--- src/rtl/seven_seg_scanner.sv ---
`default_nettype none
// ============================================================================
//  Module      : seven_seg_scanner
//  Description : N-digit multiplexed seven-segment driver with prescaler,
//                double-buffered data, LZ blanking, blink and brightness PWM.
//  Revision    : 1.0  initial release
// ============================================================================
module seven_seg_scanner #(
    parameter int NUM_DIGITS   = 4,
    parameter int SCAN_DIV     = 50000,
    parameter int BLINK_FRAMES = 64
) (
    input  logic                    clk,
    input  logic                    reset,
    input  logic                    load,
    input  logic [4*NUM_DIGITS-1:0] bcd_in,
    input  logic [NUM_DIGITS-1:0]   dot_in,
    input  logic [NUM_DIGITS-1:0]   blink_in,
    input  logic                    bi,
    input  logic                    hex_mode,
    input  logic                    lzb_en,
    input  logic [3:0]              brightness,
    output logic [NUM_DIGITS-1:0]   digs,
    output logic [7:0]              segs,
    output logic                    frame_done
);

    localparam int c_CNT_W = $clog2(SCAN_DIV);
    localparam int c_IDX_W = $clog2(NUM_DIGITS);
    localparam int c_FRM_W = (BLINK_FRAMES > 1) ? $clog2(BLINK_FRAMES) : 1;

    localparam logic [c_CNT_W-1:0] c_CNT_MAX  = c_CNT_W'(SCAN_DIV - 1);
    localparam logic [c_IDX_W-1:0] c_IDX_MAX  = c_IDX_W'(NUM_DIGITS - 1);
    localparam logic [c_FRM_W-1:0] c_FRM_MAX  = c_FRM_W'(BLINK_FRAMES - 1);
    localparam logic [31:0]        c_PWM_STEP = 32'(SCAN_DIV / 16);

    generate
        if (NUM_DIGITS < 2 || NUM_DIGITS > 8) begin : g_bad_digits
            $error("seven_seg_scanner: NUM_DIGITS must be 2..8");
        end
        if (SCAN_DIV < 16 || (SCAN_DIV % 16) != 0) begin : g_bad_div
            $error("seven_seg_scanner: SCAN_DIV must be a multiple of 16");
        end
        if (BLINK_FRAMES < 1) begin : g_bad_blink
            $error("seven_seg_scanner: BLINK_FRAMES must be >= 1");
        end
    endgenerate

    // ------------------------------------------------------------------
    // State registers
    // ------------------------------------------------------------------
    logic [c_CNT_W-1:0]      r_cnt_q,          w_cnt_d;
    logic [c_IDX_W-1:0]      r_idx_q,          w_idx_d;
    logic [4*NUM_DIGITS-1:0] r_shadow_bcd_q,   w_shadow_bcd_d;
    logic [NUM_DIGITS-1:0]   r_shadow_dot_q,   w_shadow_dot_d;
    logic [NUM_DIGITS-1:0]   r_shadow_blink_q, w_shadow_blink_d;
    logic [4*NUM_DIGITS-1:0] r_active_bcd_q,   w_active_bcd_d;
    logic [NUM_DIGITS-1:0]   r_active_dot_q,   w_active_dot_d;
    logic [NUM_DIGITS-1:0]   r_active_blink_q, w_active_blink_d;
    logic [c_FRM_W-1:0]      r_frm_cnt_q,      w_frm_cnt_d;
    logic                    r_blink_ph_q,     w_blink_ph_d;
    logic [NUM_DIGITS-1:0]   r_digs_q,         w_digs_d;
    logic [7:0]              r_segs_q,         w_segs_d;
    logic                    r_frame_done_q,   w_frame_done_d;

    logic                    w_tick;
    logic                    w_wrap;
    logic [31:0]             w_on_limit;
    logic [3:0]              w_nib_arr [NUM_DIGITS];
    logic [NUM_DIGITS-1:0]   w_lz;
    logic [3:0]              w_nib;
    logic [6:0]              w_glyph;

    function automatic logic [6:0] f_glyph(input logic [3:0] v, input logic hex);
        logic [6:0] g;
        g = 7'b0000000;
        case (v)
            4'h0: g = 7'b1111110;
            4'h1: g = 7'b0110000;
            4'h2: g = 7'b1101101;
            4'h3: g = 7'b1111001;
            4'h4: g = 7'b0110011;
            4'h5: g = 7'b1011011;
            4'h6: g = 7'b1011111;
            4'h7: g = 7'b1110000;
            4'h8: g = 7'b1111111;
            4'h9: g = 7'b1111011;
            4'hA: g = hex ? 7'b1110111 : 7'b0000000;
            4'hB: g = hex ? 7'b0011111 : 7'b0000000;
            4'hC: g = hex ? 7'b1001110 : 7'b0000000;
            4'hD: g = hex ? 7'b0111101 : 7'b0000000;
            4'hE: g = hex ? 7'b1001111 : 7'b0000000;
            default: g = hex ? 7'b1000111 : 7'b0000000;
        endcase
        return g;
    endfunction

    // A digit is a leading zero when it and every more-significant nibble are 0.
    generate
        for (genvar gi = 0; gi < NUM_DIGITS; gi++) begin : g_digit
            assign w_nib_arr[gi] = r_active_bcd_q[4*gi +: 4];
            if (gi == 0) begin : g_lz_units
                assign w_lz[gi] = 1'b0;
            end else begin : g_lz_upper
                assign w_lz[gi] = (r_active_bcd_q[4*NUM_DIGITS-1:4*gi] == '0);
            end
        end
    endgenerate

    assign w_tick     = (r_cnt_q == c_CNT_MAX);
    assign w_wrap     = w_tick && (r_idx_q == c_IDX_MAX);
    assign w_on_limit = (32'(brightness) + 32'd1) * c_PWM_STEP;
    assign w_nib      = w_nib_arr[r_idx_q];
    assign w_glyph    = f_glyph(w_nib, hex_mode);

    always_comb begin
        w_cnt_d          = w_tick ? '0 : r_cnt_q + 1'b1;
        w_idx_d          = r_idx_q;
        w_shadow_bcd_d   = r_shadow_bcd_q;
        w_shadow_dot_d   = r_shadow_dot_q;
        w_shadow_blink_d = r_shadow_blink_q;
        w_active_bcd_d   = r_active_bcd_q;
        w_active_dot_d   = r_active_dot_q;
        w_active_blink_d = r_active_blink_q;
        w_frm_cnt_d      = r_frm_cnt_q;
        w_blink_ph_d     = r_blink_ph_q;

        if (w_tick) begin
            w_idx_d = (r_idx_q == c_IDX_MAX) ? '0 : r_idx_q + 1'b1;
        end

        if (load) begin
            w_shadow_bcd_d   = bcd_in;
            w_shadow_dot_d   = dot_in;
            w_shadow_blink_d = blink_in;
        end

        // Active data only changes at a frame boundary; a coincident load bypasses the shadow.
        if (w_wrap) begin
            w_active_bcd_d   = load ? bcd_in   : r_shadow_bcd_q;
            w_active_dot_d   = load ? dot_in   : r_shadow_dot_q;
            w_active_blink_d = load ? blink_in : r_shadow_blink_q;
            if (r_frm_cnt_q == c_FRM_MAX) begin
                w_frm_cnt_d  = '0;
                w_blink_ph_d = ~r_blink_ph_q;
            end else begin
                w_frm_cnt_d  = r_frm_cnt_q + 1'b1;
            end
        end
    end

    always_comb begin
        w_digs_d = '0;
        if (32'(r_cnt_q) < w_on_limit) begin
            w_digs_d = NUM_DIGITS'(1) << r_idx_q;
        end

        w_segs_d[6:0] = (lzb_en && w_lz[r_idx_q]) ? 7'b0000000 : w_glyph;
        w_segs_d[7]   = r_active_dot_q[r_idx_q];
        if (bi || (r_blink_ph_q && r_active_blink_q[r_idx_q])) begin
            w_segs_d = 8'h00;
        end

        w_frame_done_d = w_wrap;
    end

    always_ff @(posedge clk) begin
        if (reset) begin
            r_cnt_q          <= '0;
            r_idx_q          <= '0;
            r_shadow_bcd_q   <= '0;
            r_shadow_dot_q   <= '0;
            r_shadow_blink_q <= '0;
            r_active_bcd_q   <= '0;
            r_active_dot_q   <= '0;
            r_active_blink_q <= '0;
            r_frm_cnt_q      <= '0;
            r_blink_ph_q     <= 1'b0;
            r_digs_q         <= '0;
            r_segs_q         <= '0;
            r_frame_done_q   <= 1'b0;
        end else begin
            r_cnt_q          <= w_cnt_d;
            r_idx_q          <= w_idx_d;
            r_shadow_bcd_q   <= w_shadow_bcd_d;
            r_shadow_dot_q   <= w_shadow_dot_d;
            r_shadow_blink_q <= w_shadow_blink_d;
            r_active_bcd_q   <= w_active_bcd_d;
            r_active_dot_q   <= w_active_dot_d;
            r_active_blink_q <= w_active_blink_d;
            r_frm_cnt_q      <= w_frm_cnt_d;
            r_blink_ph_q     <= w_blink_ph_d;
            r_digs_q         <= w_digs_d;
            r_segs_q         <= w_segs_d;
            r_frame_done_q   <= w_frame_done_d;
        end
    end

    assign digs       = r_digs_q;
    assign segs       = r_segs_q;
    assign frame_done = r_frame_done_q;

endmodule
`default_nettype wire

--- config.mk ---
export PLATFORM = sky130hd
export DESIGN_NAME = seven_seg_scanner
export DESIGN_NICKNAME = d
export VERILOG_FILES = /design/src/rtl/seven_seg_scanner.sv
export SDC_FILE = /design/constraint.sdc
export NUM_CORES = 1
export LEC_CHECK = 0
export CORE_ASPECT_RATIO = 2
export CORE_UTILIZATION = 30
export CTS_BUF_LIST = sky130_fd_sc_hd__clkbuf_8 sky130_fd_sc_hd__clkbuf_16
export DETAILED_ROUTE_END_ITERATION = 12
export MAX_ROUTING_LAYER = met4
export PLACE_DENSITY_LB_ADDON = 0.15
export SYNTH_ARGS = -nofsm -noshare
export SYNTH_HDL_FRONTEND = slang
export SYNTH_SLANG_ARGS = --single-unit
--- constraint.sdc ---
create_clock -name clk -period 11.54 [get_ports clk]
set_clock_uncertainty 0.2 [all_clocks]
set_input_delay 2.308 -clock clk [delete_from_list [all_inputs] [get_ports clk]]
set_output_delay 2.308 -clock clk [all_outputs]
set_load 0.05 [all_outputs]
After elaboration in Yosys (flattened, before gate mapping)
Index checks and enable logic that the tools add are counted.
- bits in writable memories: 0
- latch bits: 0
- ROM bits: 0
- output and inout port bits: 13
- memories: 0
- bits of input ports: 34
- word-level logic and storage cells: 77
- flip-flop bits (word level): 86
- bitwise logic cells: 3
- multipliers: 1
- reductions and logical operators: 13
- add/sub/neg operators: 4
- magnitude comparators: 3
- shift operators: 1
- multiplexer cells: 21
- divide/modulo/power cells: 0
- equal/unequal tests: 17
- operators with widths (cell ; count):
    $pmux W7 S15 ; 1
    $eq A4 B4 Y1 const B ; 7
    $mux W7 ; 4
    $lt A16 B17 Y1 ; 1
    $mul A5 B12 Y17 const B ; 1
    $add A16 B1 Y16 const B ; 1
    $eq A16 B16 Y1 const B ; 1
    $eq A4 B3 Y1 const B ; 4
    $mux W16 ; 1
    $mux W4 ; 4
    $logic_not A12 Y1 ; 1
    $mux W6 ; 2
    $bmux W4 S2 ; 1
    $eq A4 B2 Y1 const B ; 2
    $logic_not A4 Y1 ; 2
    $logic_not A8 Y1 ; 1
    $add A6 B1 Y6 const B ; 1
    $bmux W1 S2 ; 3
    $eq A6 B6 Y1 const B ; 1
    $reduce_or A2 Y1 ; 3
    $add A4 B1 Y5 const B ; 1
    $mux W5 ; 1
    $eq A4 B1 Y1 const B ; 1
    $shl A1 B2 Y4 const A ; 1
    12 further kinds ; 17

Depth between registers and ports, before layout
- depth in word-level cells: 6
- gate-level depth with buffers: 19
- gate-level depth less buffers: 19

Worst setup path after synthesis
Ideal clock, no wire load.
- kind: input-to-reg
- start: input brightness[0]
- end: register r_digs_q[3], in the netlist digs[3]
- setup time: 91 ps
- slack: 5096 ps
- buffers on the path: 0
- data arrival time: 6153 ps
- required time: 11249 ps
- stages: 19
- cells stage by stage: ha_1 xor2_1 ha_1 xnor2_1 ha_1 a21o_1 ha_1 ha_1 a21oi_1 a21oi_1 o21a_1 o2111a_1 a311oi_1 ha_1 a2111oi_0 o21ai_0 a21oi_1 a211oi_1 a311oi_1
- word-level cells in the longest chain between the ends: 5
- RTL lines (what ; RTL line ; text):
    from (decl) ; 22 ; input logic [3:0] brightness,
    $add A4 B1 Y5 ; 112 ; assign w_on_limit = (32'(brightness) + 32'd1) * c_PWM_STEP;
    $mul A5 B12 Y17 ; 112 ;
    $lt A16 B17 Y1 ; 154 ; if (32'(r_cnt_q) < w_on_limit) begin
    $not A1 Y1 (no line) ; n/a ;
    $reduce_or A2 Y1 (no line) ; n/a ;
    to (signal assigned) ; 193 ; r_digs_q <= w_digs_d;
    to (decl) ; 62 ; logic [NUM_DIGITS-1:0] r_digs_q, w_digs_d;
Every way passes these cells.
A chain may end at the register's enable or synchronous reset.

Worst setup path in the final report
Same ends and word-level chain as after synthesis.

==> metrics.csv <==
stage;metric;value;unit
final_layout;number of nets in the layout;645;
yosys;Mapped Nets;611;
setup_path;Max stage delay on crit path;0.68;ns
final_layout;n_diodes;0;
global_routing;number of global-route vias before repair;3980;
job;max-cap viol count;0;
sta;FMAX;136;MHz
setup_path;reg-to-reg slack, setup;8.61;ns
die;Site Rows;66;
final_layout;Non-Filler Instances;769;
clock_network;# Post-CTS Setup Buffers;0;
clock_network;CTS Sinks;86;
sta;Final setup viols;0;
power;sw frac;25.8;%
drt;Routed Antenna Nets;0;
die;Die X;93.0;um
clock_network;H-tree depth;3;
setup_path;Crit Path Category;in2reg;
clock_network;Post-CTS Hold Buffers;0;
yosys;number of synthesized flops with an enable pin;0;
drt;1st-pass router iterations;4;
power;power per cell area;134;nW/um^2
yosys;Async SR Flop Fraction;0;%
die;I/O Pins;47;
yosys;mapped cell area;4970;um^2
placement;detailed placement HPWL;9520;um
global_routing;total congestion overflow;0;
final_layout;Fill cells;1690;
setup_path;slowest CP cell;clkdlybuf4s50_1;
final_layout;share of layout cells above drive strength 1;11.5;%
clock_network;CTS tree;built;
sta;minimum clock period;7.36;ns
power;Flop pwr share;38.9;%
sta;final worst slack;4.18;ns
clock_network;CTS clock-pin slew for the worst setup and hold paths;0.06;ns
power;Psw;203;uW
final_layout;multi-input logic area;3020;um^2
power;clock share of power;42.3;%
drt;final WL;12100;um
yosys;commonest cells in the netlist;86 x dfxtp_1, 86 x nor2_1, 50 x ha_1;
yosys;largest area contributor in the netlist;dfxtp_1;
die;core footprint;16200;um^2
die;Die Y;184;um
setup_path;CP delay by family, top;compound AO/OA/AOI/OAI gates;
yosys;register area share after synthesis;34.7;%
sta;RSZ-0062 raised after global routing;false;
yosys;Unique masters post-synth;59;
setup_path;Buf+Inv Stages, Crit Path;1;
global_routing;GRT Total Usage;15.3;%
global_routing;antenna violations before repair;0;
sta;max-slew violation count;0;
placement;number of I/O port buffers;46;
yosys;largest cells by area after synthesis;dfxtp_1 35%, ha_1 13%, nor2_1 6.5%, a211oi_2 6.0%, mux2i_1 5.4%;
setup_path;worst path required time;11.59;ns
drt;Vias/cell;5.09;
clock_network;root buf cell;clkbuf_16;
yosys;flops & latches, synth;86;
clock_network;total CTS buffers;9;
drt;via total after detailed routing;3911;
yosys;Top FF cell, synth;dfxtp_1;
sta;Relative slew margins;35.5;%
placement;routability cong.;0.854;
setup_path;Worst setup EP type;flip-flop;
clock_network;Clock Path Buffers;2;
die;Initial Utilization;30.7;%
global_routing;pin count of the biggest net entering global routing;66;
placement;pre-CTS setup slack;3.78;ns
min_path;Worst Hold Class;reg2reg;
setup_path;Startpoint Class;input pin;
die;die area;17100;um^2
setup_path;crit-path max FO;7;
final_layout;FF+latch area;1720;um^2
drt;DRC Markers;0;
drt;initial drt markers;120;
setup_path;CP cell instances;clkdlybuf4s50_1 -> ha_1 -> xor2_1 -> ha_1 -> xnor2_1 -> ha_1 -> a21o_1 -> ha_1 -> ha_1 -> a21oi_1 -> a21oi_1 -> o21a_1 -> o2111a_1 -> a311oi_1 -> ha_1 -> a2111oi_0 -> o21ai_0 -> a21oi_1 -> a211oi_1 -> a311oi_1;
sta;period utilisation layout;63.8;%
yosys;Post-Syn Instances;526;
sta;final hold violation count;0;
status;status;finished clean;
yosys;Avg Cell Area, Syn;9.44;um^2
sta;slew at the pin with the worst max-slew slack;0.959;ns
global_routing;first-pass GRT wire length;19300;um
clock_network;post-CTS resize count;0;
clock_network;Clk Latency, worst-skew pair;0.34;ns
final_layout;Layout area overhead;18.7;%
setup_path;cell mode on critical path;ha_1;
yosys;YS warnings;0;
power;total power;788;uW
power;Gate power share;18.8;%
power;Leak;2.36;nW
placement;Placed Cells incl. Taps;753;
sta;Fin Setup TNS;0;ns
setup_path;CP arrival;7.41;ns
power;IR drop worst, VDD;49.0;uV
yosys;Synth top area share;34.7;%
drt;wire per inst;15.7;um
power;Int Power;585;uW
-- registers in the layout, summed over array words and instances (netlist names) --
register,cells
r_active_blink_q,4
digs,4
r_blink_ph_q,1
r_shadow_bcd_q,16
r_shadow_dot_q,4
segs,8
r_cnt_q,16
r_shadow_blink_q,4
frame_done,1
r_active_dot_q,4
r_active_bcd_q,16
r_frm_cnt_q,6
r_idx_q,2
-- stage by stage --
stage               util [%]  hold WS, ns  cell area, um^2
floorplan                  -        0.227             4970
global placement        34.3        0.273             5550
finish                  36.4        0.280             5900
detailed placement      34.3        0.278             5550
CTS                     36.4        0.292             5900
global route            36.4        0.329             5900
-- layout by cell type (no fill, tap or decap), types with 3 or more instances in the layout --
cell type        Yosys  layout
nor4_1               4       4
nand2_1             18      18
inv_1               19      19
o21a_1               3       3
buf_4                2       3
a211oi_1             4       4
clkbuf_16            0       9
a311oi_1             3       3
a211oi_2            24      24
o21ai_0             13      13
nor2b_1              3       3
mux2i_1             27      27
clkdlybuf4s50_1      0      45
xor2_1              18      18
nor3_1              11      11
a31oi_1              6       6
a21o_1               6       6
dfxtp_1             86      86
and2_1               5       4
nand4_1              8       8
nor2_1              86      86
a221oi_1             3       3
xnor2_1             16      16
bufinv_16            0       3
nor2_2               5       5
ha_1                50      50
nand3_1             16      16
mux4_2               6       6
and3_1               9       9
a21oi_1             18      18
-- final cells by class --
type                       instances  area share (%)
multi-input combinational        395            51.3
sequential                        86            29.2
timing repair buffer              49            8.11
tap                              204            4.33
clock buffer                      10            4.05
clock inverter                     6            1.85
inverter                          19            1.21
-- per-layer routing --
metal	global-route usage (%)	up-vias	share of wire [%]	wire length [um]
met5	-	-	0	0
met4	7.75	0	3.9	466
met1	12.7	1849	33	4020
li1	-	1948	-	-
met3	2.52	23	3.0	365
met2	31.0	91	60	7210
-- worst register-to-register path: stages (launching register included) --
cell and delay, ns:
dfxtp_1 0.42, or4bb_1 0.58, nor4_2 0.26, and2_2 0.59, buf_4 0.46, mux2i_1 0.23
nor2_1 0.05
-- power groups by stage --
stage / sequential (mW) / clock, mW / combinational (mW)
after global routing: 0.307 / 0.357 / 0.165
after global placement: 0.313 / 0 / 0.147
final: 0.307 / 0.333 / 0.148
after floorplan: 0.317 / 0 / 0.101
after CTS: 0.307 / 0.345 / 0.151
after detailed placement: 0.313 / 0 / 0.150
-- logic make-up (layout without fill, tap and decap cells) --
family,count (synthesis),after routing,share of synthesized area [%]
and+or+nand+nor,182,182,18.0
AOI/OAI and AO/OA,95,95,15.6
DFF,86,86,34.7
adders and majority gates,51,51,13.0
buffers and inverters,45,84,4.53
xor gates and xnor gates,34,34,5.99
muxes,33,33,8.16
-- final timing paths --
kind	startpoint	endpoint	depth (start not counted)
max	brightness[0]	digs[3]$_SDFF_PP0_	20
min	r_cnt_q[0]$_SDFF_PP0_	r_cnt_q[0]$_SDFF_PP0_	1
max reg2reg	r_cnt_q[15]$_SDFF_PP0_	r_frm_cnt_q[1]$_SDFFE_PP0P_	6
min reg2reg	r_cnt_q[0]$_SDFF_PP0_	r_cnt_q[0]$_SDFF_PP0_	1
Power figures use the tool's default switching activity.
==> edit 1: new RTL, config.mk and constraints unchanged <==
`NUM_DIGITS`: 4 -> 8.
--- a/src/rtl/seven_seg_scanner.sv
+++ b/src/rtl/seven_seg_scanner.sv
@@ -6,7 +6,7 @@
 //  Revision    : 1.0  initial release
 // ============================================================================
 module seven_seg_scanner #(
-    parameter int NUM_DIGITS   = 4,
+    parameter int NUM_DIGITS   = 8,
     parameter int SCAN_DIV     = 50000,
     parameter int BLINK_FRAMES = 64
 ) (
Interface: changed (resized bcd_in, blink_in, digs and dot_in); port bits go from 47 to 75. The function was not compared with the original's and may differ.
==> edit 1 against the unedited design <==
Sequential cell count increased by 53; register-to-register slack worse by 420 ps; routed wire length rose by 45%; synthesized area rose by 36%; final area up 40%; count of clock-buffer cells in the layout is 7 higher; non-clock buffer count rose by 29; sequential power up 62%; combinational power rose by 8%; global-route usage increased by 0.87 points; hold slack got worse by 14 ps; largest cell class unchanged; total power up 48%; setup slack better by 11 ps.
==> edit 1: results <==
[yosys]
seq_area_frac_synth_pct = 41.3
ys_types = 56
synthTopCellsByCount = "dfxtp_1 (139), nor2_1 (120), mux2i_1 (61), ha_1 (54), a211oi_1 (39)"
synth_warnings = 0
async_flop_share_pct = 0
syn_nets = 823
synth.area.top_cells = "dfxtp_1 (41%), ha_1 (10%), mux2i_1 (9.1%)"

[route]
drtAntennaViolNets = 0
drt-total-wl_mm = 17.5
vias_per_cell = 5.06
drt_iter0_drc = 159
firstDrtPassIters = 4

[worst_setup_path]
r2r-end = "r_active_dot_q[2]$_SDFFE_PP0P_"
rrSetupSlack_ps = 8190
r2r-start = "r_idx_q[1]$_SDFFE_PP0N_"
arrival_ps = 7490
r2r_cells = 7
critPathMaxFanout = 8

[global_routing]
track_usage_pct = 16.2
grt_pass1_wl_mm = 27.4
grt_start_max_net_pins = 100
grt_pass1_vias = 5516
antenna_found_initial = 0

[clocking]
cts_root_buf = "clkbuf_16"
cts_buffers = 17
cts-resized-gates = 0
clk_latency_ps = 420
cts_setup_buffers = 0
clk_path_buf_depth = 2
htree_levels = 4
clk_pin_slew_ps = 60

[hold_path]
hp-class = "register to register"
whs_path_depth = 1
worstHoldEndpoint = "r_cnt_q[0]$_SDFF_PP0_"
min_from = "r_cnt_q[0]$_SDFF_PP0_"

[sta]
slew_headroom_pct = 25.6

[layout]
drive_above_1_share_pct = 6.51
final_nets = 884
diodes = 0
fill_cells = 2249
reg_top3 = "r_active_bcd_q: 32 flops, r_shadow_bcd_q: 32 flops, r_cnt_q: 16 flops"

[placed_design]
gp_congestion = 0.833
port-buffer-count = 74
place_hpwl_mm = 13.2
place_area_mm2 = 0.00770

[status]
status = "complete, no violations"

[pwr]
p_sw_w = 0.000307
ir_drop_uv = 74.4
p_leak_nw = 3.36
## edit 1: cell type report
type / instances / area share (%)
sequential: 139 / 33.7
tap: 276 / 4.19
inverter: 18 / 0.819
multi-input combinational: 517 / 45.4
clock buffer: 17 / 5.16
clock inverter: 14 / 1.50
timing repair buffer: 78 / 9.22
## edit 1: worst max path at each step
| stage | slack (ps) | end | start |
|---|---|---|---|
| after CTS | 4200 | digs[7]$_SDFF_PP0_ | brightness[0] |
| after floorplan | 5140 | digs[0]$_SDFF_PP0_ | brightness[0] |
| after global placement | 3920 | digs[2]$_SDFF_PP0_ | brightness[0] |
| after global routing | 3740 | digs[7]$_SDFF_PP0_ | brightness[0] |
| after detailed placement | 3780 | digs[7]$_SDFF_PP0_ | brightness[0] |
| final | 4190 | digs[7]$_SDFF_PP0_ | brightness[0] |
## edit 1: cell families (layout without fill, tap and decap cells)
| family | count (synthesis) | after routing | synth area share, % |
|---|---|---|---|
| mux | 72 | 72 | 11.6 |
| buf+inv | 54 | 127 | 3.34 |
| simple gates | 209 | 209 | 14.3 |
| compound gates | 148 | 148 | 14.9 |
| fa+ha+maj | 56 | 56 | 10.5 |
| xor+xnor | 32 | 32 | 4.16 |
| flops | 139 | 139 | 41.3 |
## edit 1: routing by layer
metal,up-vias,routed length [µm],global-route usage (%)
met5,-,0,-
met2,94,10100,31.3
met4,0,537,8.22
li1,2684,-,-
met3,27,432,2.80
met1,2550,6470,14.3
## edit 1: per-stage QoR
| stage | utilization [%] | std cells | setup WS (ps) | power, W | hold slack [ps] |
|---|---|---|---|---|---|
| floorplan | - | 710 | 5140 | 0.000610 | 226 |
| global placement | 34.9 | 1028 | 3920 | 0.000663 | 250 |
| detailed placement | 34.9 | 1028 | 3780 | 0.000668 | 253 |
| CTS | 37.4 | 1059 | 4200 | 0.00118 | 267 |
| global route | 37.4 | 1059 | 3740 | 0.00122 | 280 |
| finish | 37.4 | 1059 | 4190 | 0.00117 | 266 |
## edit 1: critical path: stages
cell and delay [ps]:
clkdlybuf4s50_1 710, ha_1 260, xor2_1 390, ha_1 290, xnor2_1 90, ha_1 180, a21o_1 150, ha_1 270
ha_1 360, a21oi_1 160, a21boi_0 140, a41oi_1 410, a21oi_1 130, o21ai_0 210, xor2_1 170, ha_1 260
o21a_1 100, o21ai_0 190, nor2_1 70, a211o_1 400, a21oi_1 200
## edit 1: power by group through the flow
stage	clock network, W	logic [W]	registers [W]
finish	0.000511	0.000160	0.000496
detailed placement	0	0.000162	0.000506
global placement	0	0.000157	0.000506
global route	0.000542	0.000179	0.000496
CTS	0.000525	0.000163	0.000496
floorplan	0	0.000100	0.000510
==> edit 2: new RTL, same settings <==
Made on the original files. Register the input `hex_mode` before use. The logic sees it one clock later. The other inputs are not delayed to match.
--- a/src/rtl/seven_seg_scanner.sv
+++ b/src/rtl/seven_seg_scanner.sv
@@ -34,6 +34,12 @@
     localparam logic [c_FRM_W-1:0] c_FRM_MAX  = c_FRM_W'(BLINK_FRAMES - 1);
     localparam logic [31:0]        c_PWM_STEP = 32'(SCAN_DIV / 16);
 
+    logic hex_mode_q;
+
+    always_ff @(posedge clk) begin
+        hex_mode_q <= hex_mode;
+    end
+
     generate
         if (NUM_DIGITS < 2 || NUM_DIGITS > 8) begin : g_bad_digits
             $error("seven_seg_scanner: NUM_DIGITS must be 2..8");
@@ -111,7 +117,7 @@
     assign w_wrap     = w_tick && (r_idx_q == c_IDX_MAX);
     assign w_on_limit = (32'(brightness) + 32'd1) * c_PWM_STEP;
     assign w_nib      = w_nib_arr[r_idx_q];
-    assign w_glyph    = f_glyph(w_nib, hex_mode);
+    assign w_glyph    = f_glyph(w_nib, hex_mode_q);
 
     always_comb begin
         w_cnt_d          = w_tick ? '0 : r_cnt_q + 1'b1;
Check against the original RTL: no difference found for any inputs over 10 cycles, from zero or initial values and one cycle with reset high; that may be too few to reach the edited logic, so the function may still have changed.
==> edit 2 against the unedited design <==
Final cell count stayed put; total power is 2.7% lower; final area is 0.23% lower; first-iteration DRC count is 10% lower; sequential cell count is 1 higher; sequential power is 1% higher; setup slack worse by 4.2 ps; fmax hardly changed; routed wire length is 1.6% higher; largest power group is now registers; via count is 0.41% lower; synthesized area is 0.40% higher.
==> edit 2: results <==
[status]
status = "complete, no violations"

[hold_path]
worstHoldEndpoint = "r_cnt_q[0]$_SDFF_PP0_"

[pwr]
pwr-share-seq_pct = 40.5
sw_frac_of_total_pct = 26.4
comb-power_w = 0.000149
ir_drop_uv = 68.2
p_leak_nw = 2.35

[yosys]
seq_area_frac_synth_pct = 34.9
synth-xor-area-share_pct = 5.97
ys_types = 59
async_flop_share_pct = 0
syn_nets = 612
synthTopCellsByCount = "dfxtp_1 (87), nor2_1 (86), ha_1 (50), mux2i_1 (27), a211oi_2 (24)"
synth-compound-area-share_pct = 15.6
synthMuxAreaShare_pct = 8.13
synth.area.top_cells = "dfxtp_1 (35%), ha_1 (13%), nor2_1 (6.5%)"
synth_fa_ha_area_share_pct = 12.9

[global_routing]
antenna_found_initial = 0
track_usage_pct = 15.3
overflow = 0
grt_pass1_wl_mm = 19.4
grt_pass1_vias = 4014

[layout]
drive_above_1_share_pct = 11.0
diodes = 0
final_nets = 646
reg_top3 = "r_active_bcd_q: 16 flops, r_cnt_q: 16 flops, r_shadow_bcd_q: 16 flops"

[worst_setup_path]
cp_top_family = "compound AO/OA/AOI/OAI gates"
r2r_cells = 6
slowest_stage = "clkdlybuf4s50_1"
rrSetupSlack_ps = 8710
r2r-end = "r_active_dot_q[3]$_SDFFE_PP0P_"

[clocking]
clk_pin_slew_ps = 60
clk_latency_ps = 340
cts_buffers = 9

[placed_design]
gp_congestion = 0.850
port-buffer-count = 46
place_hpwl_mm = 9.64

[route]
drt-total-wl_mm = 12.2
drt_iter0_drc = 108
vias_per_cell = 5.07

[sta]
whs_ps = 288
slew_headroom_pct = 36.8
## edit 2: cell count changes after synthesis
cell / unedited run / this run
dfxtp_1: 86 / 87
## edit 2: metrics by stage
step	utilization [%]	area [µm²]	setup WS [ps]	total power, W	cells
after floorplan	-	4990	5100	0.000422	527
after global placement	34.2	5570	4000	0.000465	754
after detailed placement	34.2	5570	3860	0.000467	754
after CTS	36.2	5880	4190	0.000780	769
after global routing	36.2	5880	3610	0.000808	769
final	36.2	5880	4180	0.000766	769
## edit 2: layout make-up
type                    instances  area [µm²]
clock buffers                  10         239
repair buffers                 49         478
flip-flops and latches         87        1740
well taps                     204         255
multi-input cells             395        3020
inverters                      19        71.3
fillers                      1644       10400
clock inverters                 5        75.1
## edit 2: layer usage
layer | GRT usage (%) | vias to the layer above | part of all wire [%]
met5 | - | - | 0
met3 | 2.48 | 27 | 2.7
met2 | 31.3 | 69 | 59
met1 | 12.5 | 1849 | 35
met4 | 7.38 | 0 | 3.5
li1 | - | 1950 | -
